===== config.mk =====
export PLATFORM = sky130hd
export DESIGN_NAME = axi2ahb_rctrl_flat
export DESIGN_NICKNAME = d
export VERILOG_FILES = /design/src/rtl/axi2ahb_rctrl_if.sv /design/src/rtl/axi2ahb_rctrl.sv /design/src/flat_wrapper.sv
export SDC_FILE = /design/constraint.sdc
export NUM_CORES = 1
export LEC_CHECK = 0
export ABC_CLOCK_PERIOD_IN_PS = 4900
export BUFFER_PORTS_ARGS = -buffer_cell sky130_fd_sc_hd__buf_4
export CORE_MARGIN = 4
export CORE_UTILIZATION = 45
export CTS_BUF_LIST = sky130_fd_sc_hd__clkbuf_16
export DETAILED_ROUTE_END_ITERATION = 6
export PLACE_DENSITY = 0.69
export SYNTH_ARGS = -nofsm -noshare
export SYNTH_HDL_FRONTEND = slang
export SYNTH_SLANG_ARGS = --single-unit

===== constraint.sdc =====
create_clock -name ACLK -period 4.9 [get_ports ACLK]
set_clock_uncertainty 0.15 [all_clocks]
set_input_delay 0.735 -clock ACLK [delete_from_list [all_inputs] [get_ports ACLK]]
set_output_delay 0.735 -clock ACLK [all_outputs]
set_load 0.01 [all_outputs]

===== src/rtl/axi2ahb_rctrl_if.sv =====
// Signal bundle between the AXI read-command decoder, the AHB bus and the read-data stage.
// The master modport is the bridge's view; slave is the environment's view.
interface axi2ahb_rctrl_if #(
  parameter int unsigned AXI_ID_WIDTH   = 1,
  parameter int unsigned AXI_ADDR_WIDTH = 32
);
  logic                      cmd_valid_i;
  logic                      cmd_ready_o;
  logic [AXI_ID_WIDTH-1:0]   cmd_id_i;
  logic [AXI_ADDR_WIDTH-1:0] cmd_addr_i;
  logic [7:0]                cmd_len_i;
  logic [2:0]                cmd_size_i;
  logic [1:0]                cmd_burst_i;
  logic [AXI_ADDR_WIDTH-1:0] HADDR;
  logic [1:0]                HTRANS;
  logic                      HWRITE;
  logic [2:0]                HSIZE;
  logic [2:0]                HBURST;
  logic                      HREADY;
  logic                      HRESP;
  logic                      ctrl_rdata_ready_i;
  logic                      ctrl_rdata_valid_o;
  logic                      ctrl_rdata_last_o;
  logic [AXI_ID_WIDTH-1:0]   cmd_id_o;
  logic                      cmd_error_o;

  modport master (
    input  cmd_valid_i, cmd_id_i, cmd_addr_i, cmd_len_i, cmd_size_i, cmd_burst_i,
    input  HREADY, HRESP, ctrl_rdata_ready_i,
    output cmd_ready_o, HADDR, HTRANS, HWRITE, HSIZE, HBURST,
    output ctrl_rdata_valid_o, ctrl_rdata_last_o, cmd_id_o, cmd_error_o
  );

  modport slave (
    output cmd_valid_i, cmd_id_i, cmd_addr_i, cmd_len_i, cmd_size_i, cmd_burst_i,
    output HREADY, HRESP, ctrl_rdata_ready_i,
    input  cmd_ready_o, HADDR, HTRANS, HWRITE, HSIZE, HBURST,
    input  ctrl_rdata_valid_o, ctrl_rdata_last_o, cmd_id_o, cmd_error_o
  );
endinterface


===== src/rtl/axi2ahb_rctrl.sv =====
// Read-path control of the AXI-to-AHB bridge: issues AHB address phases for one AXI read
// command at a time and flags each data-phase beat (or synthesised error beat) downstream.
module axi2ahb_rctrl #(
  parameter int unsigned AXI_ID_WIDTH   = 1,
  parameter int unsigned AXI_ADDR_WIDTH = 32,
  parameter int unsigned AXI_DATA_WIDTH = 32
) (
  input  logic            ACLK,
  input  logic            ARESETN,
  axi2ahb_rctrl_if.master bus
);
  localparam int unsigned MaxSize = $clog2(AXI_DATA_WIDTH / 8);
  localparam logic [1:0] TransIdle   = 2'b00;
  localparam logic [1:0] TransBusy   = 2'b01;
  localparam logic [1:0] TransNonseq = 2'b10;
  localparam logic [1:0] TransSeq    = 2'b11;
  localparam logic [AXI_ADDR_WIDTH-1:0] AddrOne = {{(AXI_ADDR_WIDTH-1){1'b0}}, 1'b1};

  typedef enum logic [2:0] {StIdle, StAddr, StDrain, StErrWait, StErrFill} state_e;

  state_e                    r_state, w_state_d;
  logic [AXI_ID_WIDTH-1:0]   r_id;
  logic [AXI_ADDR_WIDTH-1:0] r_addr, w_addr_d;
  logic [7:0]                r_len, r_cnt, w_cnt_d;
  logic [2:0]                r_size, w_cmd_size;
  logic [1:0]                r_burst;
  logic                      r_first, w_first_d;
  logic                      r_nonseq, w_nonseq_d;
  logic                      r_dvalid, w_dvalid_d;
  logic                      r_dlast, w_dlast_d;
  logic                      w_capture, w_issue, w_herr;
  logic [1:0]                w_htrans;
  logic                      w_valid, w_last, w_err;
  logic [AXI_ADDR_WIDTH-1:0] w_incr, w_seq_addr, w_wrap_mask, w_next_addr;
  logic                      w_wrap_ok, w_next_nonseq;

  assign w_cmd_size = (bus.cmd_size_i > 3'(MaxSize)) ? 3'(MaxSize) : bus.cmd_size_i;

  // Address of the following beat, and whether AHB sees it as a new (NONSEQ) sequence.
  assign w_incr      = AddrOne << r_size;
  assign w_seq_addr  = r_addr + w_incr;
  assign w_wrap_ok   = (r_burst == 2'b10) &&
                       (r_len == 8'd1 || r_len == 8'd3 || r_len == 8'd7 || r_len == 8'd15);
  assign w_wrap_mask = ((AXI_ADDR_WIDTH'(r_len) + AddrOne) << r_size) - AddrOne;

  always_comb begin
    w_next_addr = w_seq_addr;
    if (r_burst == 2'b00) begin
      w_next_addr = r_addr;
    end else if (w_wrap_ok) begin
      w_next_addr = (r_addr & ~w_wrap_mask) | (w_seq_addr & w_wrap_mask);
    end
  end

  assign w_next_nonseq = (w_next_addr != w_seq_addr) ||
                         (w_next_addr[AXI_ADDR_WIDTH-1:10] != r_addr[AXI_ADDR_WIDTH-1:10]);

  // First cycle of a two-cycle AHB error response on the outstanding data phase.
  assign w_herr = r_dvalid && bus.HRESP && !bus.HREADY;

  always_comb begin
    w_state_d  = r_state;
    w_addr_d   = r_addr;
    w_cnt_d    = r_cnt;
    w_first_d  = r_first;
    w_nonseq_d = r_nonseq;
    w_dvalid_d = r_dvalid;
    w_dlast_d  = r_dlast;
    w_capture  = 1'b0;
    w_issue    = 1'b0;
    w_htrans   = TransIdle;
    w_valid    = 1'b0;
    w_last     = 1'b0;
    w_err      = 1'b0;

    case (r_state)
      StIdle: begin
        if (bus.cmd_valid_i) begin
          w_capture  = 1'b1;
          w_addr_d   = bus.cmd_addr_i;
          w_cnt_d    = bus.cmd_len_i;
          w_first_d  = 1'b1;
          w_nonseq_d = 1'b0;
          w_state_d  = StAddr;
        end
      end
      StAddr: begin
        w_valid = r_dvalid;
        w_last  = r_dlast;
        if (!bus.ctrl_rdata_ready_i) begin
          w_htrans = r_first ? TransIdle : TransBusy;
        end else begin
          w_htrans = (r_first || r_nonseq) ? TransNonseq : TransSeq;
          w_issue  = bus.HREADY;
        end
        if (w_herr) begin
          w_state_d = StErrWait;
        end else if (w_issue) begin
          w_addr_d   = w_next_addr;
          w_nonseq_d = w_next_nonseq;
          w_first_d  = 1'b0;
          if (r_cnt == 8'd0) begin
            w_state_d = StDrain;
          end else begin
            w_cnt_d = r_cnt - 8'd1;
          end
        end
      end
      StDrain: begin
        w_valid = r_dvalid;
        w_last  = r_dlast;
        if (w_herr) begin
          w_state_d = StErrWait;
        end else if (bus.HREADY) begin
          w_state_d = StIdle;
        end
      end
      StErrWait: begin
        w_valid = r_dvalid;
        w_last  = r_dlast;
        if (bus.HREADY) begin
          w_state_d = r_dlast ? StIdle : StErrFill;
        end
      end
      StErrFill: begin
        w_valid = 1'b1;
        w_err   = 1'b1;
        w_last  = (r_cnt == 8'd0);
        if (bus.HREADY && bus.ctrl_rdata_ready_i) begin
          if (r_cnt == 8'd0) begin
            w_state_d = StIdle;
          end else begin
            w_cnt_d = r_cnt - 8'd1;
          end
        end
      end
      default: w_state_d = StIdle;
    endcase

    // Data phase follows a completed address phase and holds until HREADY.
    if (w_issue) begin
      w_dvalid_d = 1'b1;
      w_dlast_d  = (r_cnt == 8'd0);
    end else if (bus.HREADY) begin
      w_dvalid_d = 1'b0;
      w_dlast_d  = 1'b0;
    end
  end

  always_ff @(posedge ACLK or negedge ARESETN) begin
    if (!ARESETN) begin
      r_state  <= StIdle;
      r_addr   <= '0;
      r_cnt    <= '0;
      r_first  <= 1'b0;
      r_nonseq <= 1'b0;
      r_dvalid <= 1'b0;
      r_dlast  <= 1'b0;
    end else begin
      r_state  <= w_state_d;
      r_addr   <= w_addr_d;
      r_cnt    <= w_cnt_d;
      r_first  <= w_first_d;
      r_nonseq <= w_nonseq_d;
      r_dvalid <= w_dvalid_d;
      r_dlast  <= w_dlast_d;
    end
  end

  always_ff @(posedge ACLK or negedge ARESETN) begin
    if (!ARESETN) begin
      r_id    <= '0;
      r_len   <= '0;
      r_size  <= '0;
      r_burst <= '0;
    end else if (w_capture) begin
      r_id    <= bus.cmd_id_i;
      r_len   <= bus.cmd_len_i;
      r_size  <= w_cmd_size;
      r_burst <= bus.cmd_burst_i;
    end
  end

  assign bus.cmd_ready_o        = (r_state == StIdle) && ARESETN;
  assign bus.HADDR              = r_addr;
  assign bus.HTRANS             = w_htrans;
  assign bus.HWRITE             = 1'b0;
  assign bus.HSIZE              = r_size;
  assign bus.HBURST             = (r_len == 8'd0) ? 3'b000 : 3'b001;
  assign bus.ctrl_rdata_valid_o = w_valid;
  assign bus.ctrl_rdata_last_o  = w_last;
  assign bus.cmd_id_o           = r_id;
  assign bus.cmd_error_o        = w_err;
endmodule


===== src/flat_wrapper.sv =====
// flat-port wrapper written by rule: the top's interface ports become plain ports
module axi2ahb_rctrl_flat 
#(
  parameter int unsigned AXI_ID_WIDTH   = 1,
  parameter int unsigned AXI_ADDR_WIDTH = 32,
  parameter int unsigned AXI_DATA_WIDTH = 32
)
  (ACLK, ARESETN, bus_cmd_valid_i, bus_cmd_id_i, bus_cmd_addr_i, bus_cmd_len_i, bus_cmd_size_i, bus_cmd_burst_i, bus_HREADY, bus_HRESP, bus_ctrl_rdata_ready_i, bus_cmd_ready_o, bus_HADDR, bus_HTRANS, bus_HWRITE, bus_HSIZE, bus_HBURST, bus_ctrl_rdata_valid_o, bus_ctrl_rdata_last_o, bus_cmd_id_o, bus_cmd_error_o);
  axi2ahb_rctrl_if #(.AXI_ID_WIDTH(AXI_ID_WIDTH), .AXI_ADDR_WIDTH(AXI_ADDR_WIDTH)) bus_i ();
  input  logic ACLK;
  input  logic ARESETN;
  input wire logic [$bits(bus_i.cmd_valid_i)-1:0] bus_cmd_valid_i;
  input wire logic [$bits(bus_i.cmd_id_i)-1:0] bus_cmd_id_i;
  input wire logic [$bits(bus_i.cmd_addr_i)-1:0] bus_cmd_addr_i;
  input wire logic [$bits(bus_i.cmd_len_i)-1:0] bus_cmd_len_i;
  input wire logic [$bits(bus_i.cmd_size_i)-1:0] bus_cmd_size_i;
  input wire logic [$bits(bus_i.cmd_burst_i)-1:0] bus_cmd_burst_i;
  input wire logic [$bits(bus_i.HREADY)-1:0] bus_HREADY;
  input wire logic [$bits(bus_i.HRESP)-1:0] bus_HRESP;
  input wire logic [$bits(bus_i.ctrl_rdata_ready_i)-1:0] bus_ctrl_rdata_ready_i;
  output wire logic [$bits(bus_i.cmd_ready_o)-1:0] bus_cmd_ready_o;
  output wire logic [$bits(bus_i.HADDR)-1:0] bus_HADDR;
  output wire logic [$bits(bus_i.HTRANS)-1:0] bus_HTRANS;
  output wire logic [$bits(bus_i.HWRITE)-1:0] bus_HWRITE;
  output wire logic [$bits(bus_i.HSIZE)-1:0] bus_HSIZE;
  output wire logic [$bits(bus_i.HBURST)-1:0] bus_HBURST;
  output wire logic [$bits(bus_i.ctrl_rdata_valid_o)-1:0] bus_ctrl_rdata_valid_o;
  output wire logic [$bits(bus_i.ctrl_rdata_last_o)-1:0] bus_ctrl_rdata_last_o;
  output wire logic [$bits(bus_i.cmd_id_o)-1:0] bus_cmd_id_o;
  output wire logic [$bits(bus_i.cmd_error_o)-1:0] bus_cmd_error_o;
  assign bus_i.cmd_valid_i = bus_cmd_valid_i;
  assign bus_i.cmd_id_i = bus_cmd_id_i;
  assign bus_i.cmd_addr_i = bus_cmd_addr_i;
  assign bus_i.cmd_len_i = bus_cmd_len_i;
  assign bus_i.cmd_size_i = bus_cmd_size_i;
  assign bus_i.cmd_burst_i = bus_cmd_burst_i;
  assign bus_i.HREADY = bus_HREADY;
  assign bus_i.HRESP = bus_HRESP;
  assign bus_i.ctrl_rdata_ready_i = bus_ctrl_rdata_ready_i;
  assign bus_cmd_ready_o = bus_i.cmd_ready_o;
  assign bus_HADDR = bus_i.HADDR;
  assign bus_HTRANS = bus_i.HTRANS;
  assign bus_HWRITE = bus_i.HWRITE;
  assign bus_HSIZE = bus_i.HSIZE;
  assign bus_HBURST = bus_i.HBURST;
  assign bus_ctrl_rdata_valid_o = bus_i.ctrl_rdata_valid_o;
  assign bus_ctrl_rdata_last_o = bus_i.ctrl_rdata_last_o;
  assign bus_cmd_id_o = bus_i.cmd_id_o;
  assign bus_cmd_error_o = bus_i.cmd_error_o;
  axi2ahb_rctrl #(.AXI_ID_WIDTH(AXI_ID_WIDTH), .AXI_ADDR_WIDTH(AXI_ADDR_WIDTH), .AXI_DATA_WIDTH(AXI_DATA_WIDTH)) u_core (.ACLK(ACLK), .ARESETN(ARESETN), .bus(bus_i));
endmodule

==> Flow_metrics.wiki <==
{| class="wikitable"
! Metric !! Value
|-
| Final GP Congestion || between 0.9 and 1
|-
| Capture instance of the worst register-to-register path || u_core.bus.HADDR[30]
|-
| Final setup slack of the worst path || 510 ps
|-
| CP max FO || 26
|-
| Static Leakage || 2.73 nW
|-
| Clock tree sinks || 61
|-
| Worst-Margin Slew || 838 ps
|-
| Number of remaining DRC errors || 0
|-
| X dimension of the die || 117 um
|-
| Fillers || about 1.1k
|-
| Yosys top cell by area || dfrtp_1
|-
| Post-place setup slack || 632 ps
|-
| Detailed Route Iter0 Violations || 511
|-
| Number of buffers inserted during clock tree synthesis || 9
|-
| Gate Count Post-Synth || 685
|-
| Beginning of the critical path || u_core.bus.HSIZE[0]
|-
| Largest incremental delay on the critical path || 670 ps
|-
| DRT Pass-1 Iters || 5
|-
| Number of antenna violations at the first check in global routing || 0
|-
| Total power || 4.18 mW
|-
| Syn Std Cell Area || 5380 um^2
|-
| Slowest cell on the critical path || dfrtp_1
|-
| Vias in the first global route || around 5.4k
|-
| Avg Vias per Cell || 6.33
|-
| CP Buf/Inv Count || 0
|-
| Reg2Reg Launch Point || u_core.bus.HSIZE[0]
|-
| CTS tree || built
|-
| Antenna Violating Nets Remaining || 0
|-
| Post-synthesis register bit count || 61
|-
| Total I/O pin count || roughly 100
|-
| Via count || 5725
|-
| Starting density of the core || 0.465
|-
| Setup repair after global routing missed its margin || false
|-
| IR drop worst, VDD || between 300 and 400 uV
|-
| Post-synthesis to final-layout area growth || 19.7%
|-
| Post-synthesis simple-gate area fraction || 0.252
|-
| Synth Area per Inst || 7.85 um^2
|-
| Dpl hpwl || 12.3 mm
|-
| Chain of cells forming the critical path || nor3_1 -> ha_1 -> fa_1 -> a21oi_1 -> o211ai_1 -> nor4_1 -> a211oi_1 -> nand4_1 -> nor2_1 -> nand4_1 -> o311ai_0
|-
| Area share of the largest cell type after synthesis || 0.284
|-
| Final Setup Violations || 0
|-
| Placeable core region || 11600 um^2
|-
| Maximum clock rate || 228 MHz
|-
| Largest family of logic cells by synthesized area || compound AO/OA/AOI/OAI gates
|-
| Cell with the most instances on the worst path || nand4_1
|-
| Most frequently used flop master after synthesis || dfrtp_1
|-
| Endpoint type of the worst setup path || register
|-
| Die Span Y || approximately 120 um
|-
| Worst skew pair latency || around 330 ps
|-
| Area contributors post-synth || dfrtp_1 (28%), nand2_1 (7.0%), o21ai_0 (5.1%), ha_1 (3.5%), nor2_1 (3.1%)
|-
| Total length of routed wires || about 17 mm
|-
| Worst reg2reg path depth || 11
|-
| Hold Fails Final Rpt || 0
|-
| Reg-to-reg setup timing slack || slightly above 500 ps
|-
| Clock period minus worst slack || ~4400 ps
|-
| Share of synthesized area spent on multiplexers || 0.0156
|-
| Share of layout cells above drive strength 1 || 0.185
|-
| Yosys warning total || 0
|-
| Routed length per placed instance || 18.8 um
|-
| Num rows || 39
|-
| Hold buffers post-CTS || 0
|-
| Number of flops mapped to enable cells by yosys || 0
|-
| Max-cap violations || 0
|-
| Number of post-CTS setup repair buffers || 0
|-
| Critical path data required time || 4950 ps
|-
| Maximum number of pins on one net before global-route repair || 63
|-
| Adder and majority gate portion of the synthesized area || 0.0386
|-
| Pins over their slew limit || 0
|-
| Kind of start point of the critical path || register
|-
| XOR/XNOR share of the synthesized area || 0.0473
|-
| Setup total negative slack || 0 ps
|-
| Cell total after placement || 888
|-
| Share of the synthesized area in compound gates (AO/OA/AOI/OAI) || 0.304
|-
| Total area of sequential cells || between 1500 and 2000 um^2
|-
| Share of the clock period used by the worst path || 0.896
|-
| Nets@finish || 824
|-
| Post-synth ARST share || 1.00
|-
| Deepest level of the CTS H-tree || 3
|-
| Longest Clk Path Bufs || 2
|-
| ANT cells || 0
|-
| Wire length of the first global-routing pass || 27.4 mm
|-
| Arr. time, crit path || between 4000 and 5000 ps
|-
| Dominant cell by count in the synthesized netlist || nand2_1
|-
| Number of buffers added on ports || 94
|-
| Sequential share of the synthesized area || 0.284
|-
| Root Buffer Master || clkbuf_16
|-
| Total of cells resized after clock tree synthesis || 0
|-
| Synth top cells by count || nand2_1 (100), dfrtp_1 (61), o21ai_0 (55), nor2_1 (45), a21oi_1 (32)
|-
| CP top delay family || simple AND/OR/NAND/NOR gates
|-
| Worst min path class || in -> async
|-
| Power per cell area || 650 nW/um^2
|-
| Die outline area || around 14000 um^2
|-
| Tightest slew margin relative to the limit || 0.439
|-
| Number of distinct library cells after synthesis || 82
|-
| Footprint of the multi-input gates || 3550 um^2
|-
| Critical path class || reg -> reg
|-
| Final instance count without filler cells || 904
|-
| Overall routing resource usage || 0.251
|-
| Remaining Overflow, GRT || 0
|-
| Clock transition at the registers of the reported paths || 60 ps
|-
| Outcome || completed
|}
==> stage by stage <==
step                utilization  instance area [um^2]  hold WS [ps]
CTS                       0.556                  6430           365
detailed placement        0.532                  6150           346
global route              0.556                  6430           394
floorplan                     -                  5380           289
global placement          0.532                  6150           336
finish                    0.556                  6430           336
==> cell usage in the layout (no fill, tap or decap), types with 5 or more instances in the layout <==
cell / n
a41oi_1: 10
nor2b_1: 11
xnor2_1: 14
o311ai_0: 7
xor2_1: 15
and3_1: 14
o221ai_1: 7
o21a_1: 6
nor3_1: 14
o311ai_1: 7
a22oi_1: 7
or2_2: 5
a21oi_1: 32
nand2_1: 100
nand2b_1: 10
clkbuf_16: 9
a221o_1: 7
nor2_1: 44
mux2i_1: 5
o22ai_1: 5
nand3_1: 15
ha_1: 15
a211oi_1: 8
a22o_1: 7
buf_4: 107
a21boi_0: 5
nand4_1: 15
a221oi_1: 6
o21ai_0: 54
o31ai_1: 5
dfrtp_1: 61
a31oi_1: 7
inv_1: 24
and2_1: 6
nor4_1: 6
==> cells by family after synthesis <==
kind of cell / count (synthesis)
compound gates: 228
xor+xnor: 29
fa+ha+maj: 16
buf+inv: 73
flops: 61
mux: 8
other cells: 1
simple gates: 269
==> sequential cells by signal, indices dropped and copies added, names as in the netlist <==
name,cells
u_core.bus.HADDR,32
u_core.bus.HSIZE,3
u_core.bus.cmd_id_o,1
u_core.r_burst,2
u_core.r_cnt,8
u_core.r_dlast,1
u_core.r_dvalid,1
u_core.r_first,1
u_core.r_len,8
u_core.r_nonseq,1
u_core.r_state,3
==> power breakdown <==
part           leakage, nW  internal, mW  switching, mW  total (mW)
Sequential           0.746         0.737          0.417        1.15
Clock                0.139         0.385          0.227       0.612
Combinational         1.84          1.05           1.36        2.42
Total                 2.73          2.18           2.00        4.18
==> layer usage <==
metal / up-vias / global-route usage / share of wire
met5: - / 0 / 0
met3: 29 / 0.0499 / 0.063
li1: 2711 / - / -
met1: 2789 / 0.348 / 0.45
met2: 196 / 0.384 / 0.46
met4: 0 / 0.0986 / 0.021
==> layout make-up <==
class,count,share of cell area
inverter,24,0.0140
clock inverter,7,0.00895
timing repair buffer,107,0.125
clock buffer,9,0.0350
tap,143,0.0278
multi-input combinational,553,0.552
sequential,61,0.237
==> worst max-delay path by stage <==
| stage | endpoint | slack [ps] | cells after the start |
|---|---|---|---|
| after detailed placement | u_core.bus.HADDR[30] | 630 | 11 |
| after CTS | u_core.bus.HADDR[30] | 600 | 11 |
| after floorplan | u_core.bus.HADDR[28] | 1060 | 14 |
| after global placement | u_core.bus.HADDR[31] | 700 | 11 |
| final | u_core.bus.HADDR[30] | 510 | 11 |
| after global routing | u_core.bus.HADDR[20] | 150 | 13 |
(Power assumes the default switching activity.)
